### src/rtl/shifter.sv
// -----------------------------------------------------------------------------
// shifter
//   Single-cycle 16-bit logical barrel shifter with a registered result.
//   Four mux stages shift by 1, 2, 4 and 8. Each stage is enabled by the
//   matching bit of shift_amount and picks the left- or right-shifted tap
//   according to `left`. Vacated bits are always zero-filled.
//
// Ports
//   clk          in   1   system clock, rising edge
//   reset        in   1   synchronous active-low reset, clears r to 0
//   shift_string in  16   operand
//   shift_amount in   4   shift distance 0..15
//   left         in   1   1 = shift left, 0 = shift right
//   r            out 16   registered result, one clock of latency
// -----------------------------------------------------------------------------
module shifter (
   input  logic        clk,
   input  logic        reset,
   input  logic [15:0] shift_string,
   input  logic [3:0]  shift_amount,
   input  logic        left,
   output logic [15:0] r
);

   // w_stage[0] is the operand; w_stage[k+1] is the output of stage k.
   logic [4:0][15:0] w_stage;

   assign w_stage[0] = shift_string;

   for (genvar k = 0; k < 4; k++) begin : g_stage
      localparam int SH = 1 << k;
      logic [15:0] w_lft;
      logic [15:0] w_rgt;
      assign w_lft = w_stage[k] << SH;
      assign w_rgt = w_stage[k] >> SH;
      assign w_stage[k+1] = shift_amount[k] ? (left ? w_lft : w_rgt)
                                            : w_stage[k];
   end

   always_ff @(posedge clk) begin
      if (!reset) r <= '0;
      else        r <= w_stage[4];
   end

endmodule

### config.mk
export PLATFORM = sky130hd
export DESIGN_NAME = shifter
export DESIGN_NICKNAME = d
export VERILOG_FILES = /design/src/rtl/shifter.sv
export SDC_FILE = /design/constraint.sdc
export NUM_CORES = 1
export LEC_CHECK = 0
export CAP_MARGIN = 20
export CORE_ASPECT_RATIO = 0.5
export CORE_UTILIZATION = 40
export DETAILED_ROUTE_END_ITERATION = 16
export PLACE_DENSITY = 0.68
export SLEW_MARGIN = 25
export SYNTH_ARGS = -nofsm -noshare
export SYNTH_HDL_FRONTEND = slang
export SYNTH_SLANG_ARGS = --single-unit
### constraint.sdc
create_clock -name clk -period 3.2 [get_ports clk]
set_clock_uncertainty 0.1 [all_clocks]
set_input_delay 0.64 -clock clk [delete_from_list [all_inputs] [get_ports clk]]
set_output_delay 0.64 -clock clk [all_outputs]
set_load 0.02 [all_outputs]
== Yosys cells after proc, flatten, opt, wreduce, memory -nomap -nowiden ==
Cells that the tools add are included.

* Output and inout bits: 16
* Logic and storage cells: 9
* Memories kept: 0
* Bits of input ports: 23
* Bits in registers: 16
* Latch bits: 0
* Bits in read-only memories: 0
* Bits in writable memories: 0

* Equality and inequality tests: 0
* Add/sub/neg operators: 0
* Bitwise operators: 0
* $mul: 0
* Muxes and demuxes: 8
* Shift operators: 0
* Magnitude comparators: 0
* Div/mod/pow operators: 0
* Reductions and logical operators: 0

{| class="wikitable"
|+ Operators with widths
! kind !! count
|-
| $mux 16 || 8
|}

== Logic depth before layout (Yosys ltp) ==
* Word-level depth: 8
* Mapped depth: 8
* Gate-level depth less buffers: 5

== Worst setup path after synthesis ==
Ideal clock, no wire load.

* Path type: input-to-reg
* Start point: input left
* End point: register r[11]
* Path slack: 1.248 ns
* Arrival: 1.736 ns
* Setup time: 0.116 ns
* Stages on the path: 5
* Required time: 2.984 ns
* Path buffers: 1
* Path through: buf_6 > mux4_2 > mux2i_1 > mux2i_1 > a31o_2

* Cells in the longest elaborated chain, start to end: 8

{| class="wikitable"
|+ RTL lines
! what !! line !! source
|-
| start, declared || 21 || <nowiki>input logic left,</nowiki>
|-
| $mux 16 (7 in series) || 36 || <nowiki>assign w_stage[k+1] = shift_amount[k] ? (left ? w_lft : w_rgt)</nowiki>
|-
| $mux 16 * || 36 ||
|-
| end signal, assigned || 42 || <nowiki>else r <= w_stage[4];</nowiki>
|-
| end, declared || 22 || <nowiki>output logic [15:0] r</nowiki>
|}

Every way passes the cells marked *; elsewhere a longest branch is shown, timed or not.
A chain may end at the register's enable or synchronous reset.

== Worst setup path in the final report ==
* Start point: input left
* End point: register r[15]

The elaborated chain is that of the path after synthesis.

==> metrics.cfg <==
[grt]
grt_max_degree=28
grt_pass1_wl_um=11080
grt_use_total=0.2869
grt_overflow=0
antenna_found_initial=0
grt_pass1_vias=1946

[synth]
syn_nets=279
yosys.area_share.adder=0
synthArstFlopShare=0
synth_warnings=0
synth_cell_type_count=56
synthCells=256
synthFlopType=dfxtp_1
synth_edf_count=0
synth-seq-cells=16
muxShareOfSynthArea=0.2350
avgSynthCellArea_um2=7.800
synth_top_family_by_area=compound AO/OA/AOI/OAI gates
syn_area_um2=1997
synth_xor_area_frac=0
yosys.area_share.simple=0.1936
synth-compound-area-share=0.3127
ys_seq_area_frac=0.1604

[hold_path]
hold-path-cell-count=3
hold_class=input pin to flip-flop

[die]
core_area_um2=4594
die-area_um2=5296
row_count=17
chipWidth_um=101.9
initial_core_util=0.4346
ioPinCount=39
die_h_um=51.96

[clock_network]
ctsResizeCount=0
cts_tree=yes
hold_buffers=0
clk_path_buf_depth=2
cts_sinks=16
cts-root-buf=clkbuf_8
cts_buffers=3
clk_pin_slew_worst_paths_ps=60
postCtsSetupBuffers=0
cts-htree-levels=1

[final_layout]
antenna_cells=0
largest_reg_flops=16
layout_commonest_cell=clkdlybuf4s50_1
final_cell_mix=clkdlybuf4s50_1, mux2i_1, nor2_1, nand2_1, dfxtp_1
nFillCells=462
nNetsFinal=312
layout-drive-gt1-share=0.1424
largestRegisters=r (16)
utilization=0.5278
syn_to_final_growth_pct=21.43
top_register=r
fin_cells=354

[critical_path]
crit_type=input pin to flip-flop
cp.required_ps=3240
start_kind=input pin
critPathArrivalTime_ps=2590
crit_fanout=24
critPathCaptureType=flip-flop

[detailed_routing]
via_count=2176
viasPerCell=6.147
drtPass1Iterations=5
wl_per_cell_um=19.90
postRouteAntennaNets=0
routed_wl_um=7046
drc_errors=0
drt-initial-drc-count=255

[sta]
setup_viol=0
fin_crit_sh=0.7971
slew_violations=0
max-slew-margin-rel=0.6189
holdWs_ps=991.8
rsz0062_at_grt=no
fin_tns_setup_ps=0
tightest_slew_ps=566.5
final_hold_viol_count=0
fmax_mhz=392.0
period_minus_slack_ps=2551

[place]
dp_hpwl_um=5301
io_buffers=38
gp_congestion=0.9396
dp_cells=350

[run]
maxCapViolations=0

[run_status]
status=finished clean

[power]
p_per_area_nw_per_um2=304.2
leakage_nw=0.9525
peakVddDrop_mv=0.2441
power_w=0.0007376

metrics by stage:
step	setup slack, ps	instance area, um^2
2_1_floorplan	1248	1997
3_3_place_gp	404.2	2370
3_5_place_dp	470.7	2370
4_1_cts	739.6	2425
5_1_grt	560.1	2425
6_report	649.2	2425
Yosys cell counts, types with 6 or more instances:
| cell | number | area, um^2 |
|---|---|---|
| mux2i_1 | 30 | 300.3 |
| nor2_1 | 27 | 101.4 |
| nand2_1 | 23 | 86.33 |
| dfxtp_1 | 16 | 320.3 |
| a21oi_1 | 15 | 75.07 |
| o21ai_0 | 13 | 65.06 |
| a211oi_1 | 9 | 67.56 |
| mux2_2 | 9 | 101.4 |
| o22ai_1 | 8 | 50.05 |
| a211o_1 | 7 | 61.31 |
| nand2b_1 | 7 | 43.79 |
| nand3_1 | 7 | 35.03 |
| buf_2 | 6 | 30.03 |
area by class of cell:
class                      instances  area [um^2]  share of cell area
inverter                           5        18.77            0.007740
clock buffer                       4        55.05             0.02270
multi-input combinational        212         1480              0.6104
sequential                        16        320.3              0.1321
tap                               66        82.58             0.03406
timing repair buffer              51        467.9              0.1930
metal layers:
| metal | vias to the layer above | track usage | routed length, um |
|---|---|---|---|
| met5 | - | 0 | 0 |
| met4 | 0 | 0.05238 | 62 |
| met3 | 8 | 0.06317 | 831 |
| met2 | 130 | 0.3626 | 2532 |
| met1 | 1013 | 0.4677 | 3620 |
| li1 | 1025 | - | - |
report_power, final:
part           switching [W]  leakage [nW]  internal (W)
Clock              0.0000691        0.0288      0.000109
Sequential        0.00000476         0.132      0.000214
Combinational       0.000196         0.792      0.000144
cell families after synthesis:
group           Yosys count
buf+inv                  28
flops                    16
simple gates             81
compound gates           89
mux                      42
final timing paths:
check | start | to
worst min-delay path | shift_string[15] | r[7]
worst max-delay path | left | r[15]
critical path: stages:
cell      delay (ps)
buf_2            400
buf_4            360
nand2b_1         230
a21oi_1           90
nor4_1           500
a211oi_1         100
or2_1            250
No activity file was read; power rests on OpenSTA's default activity.
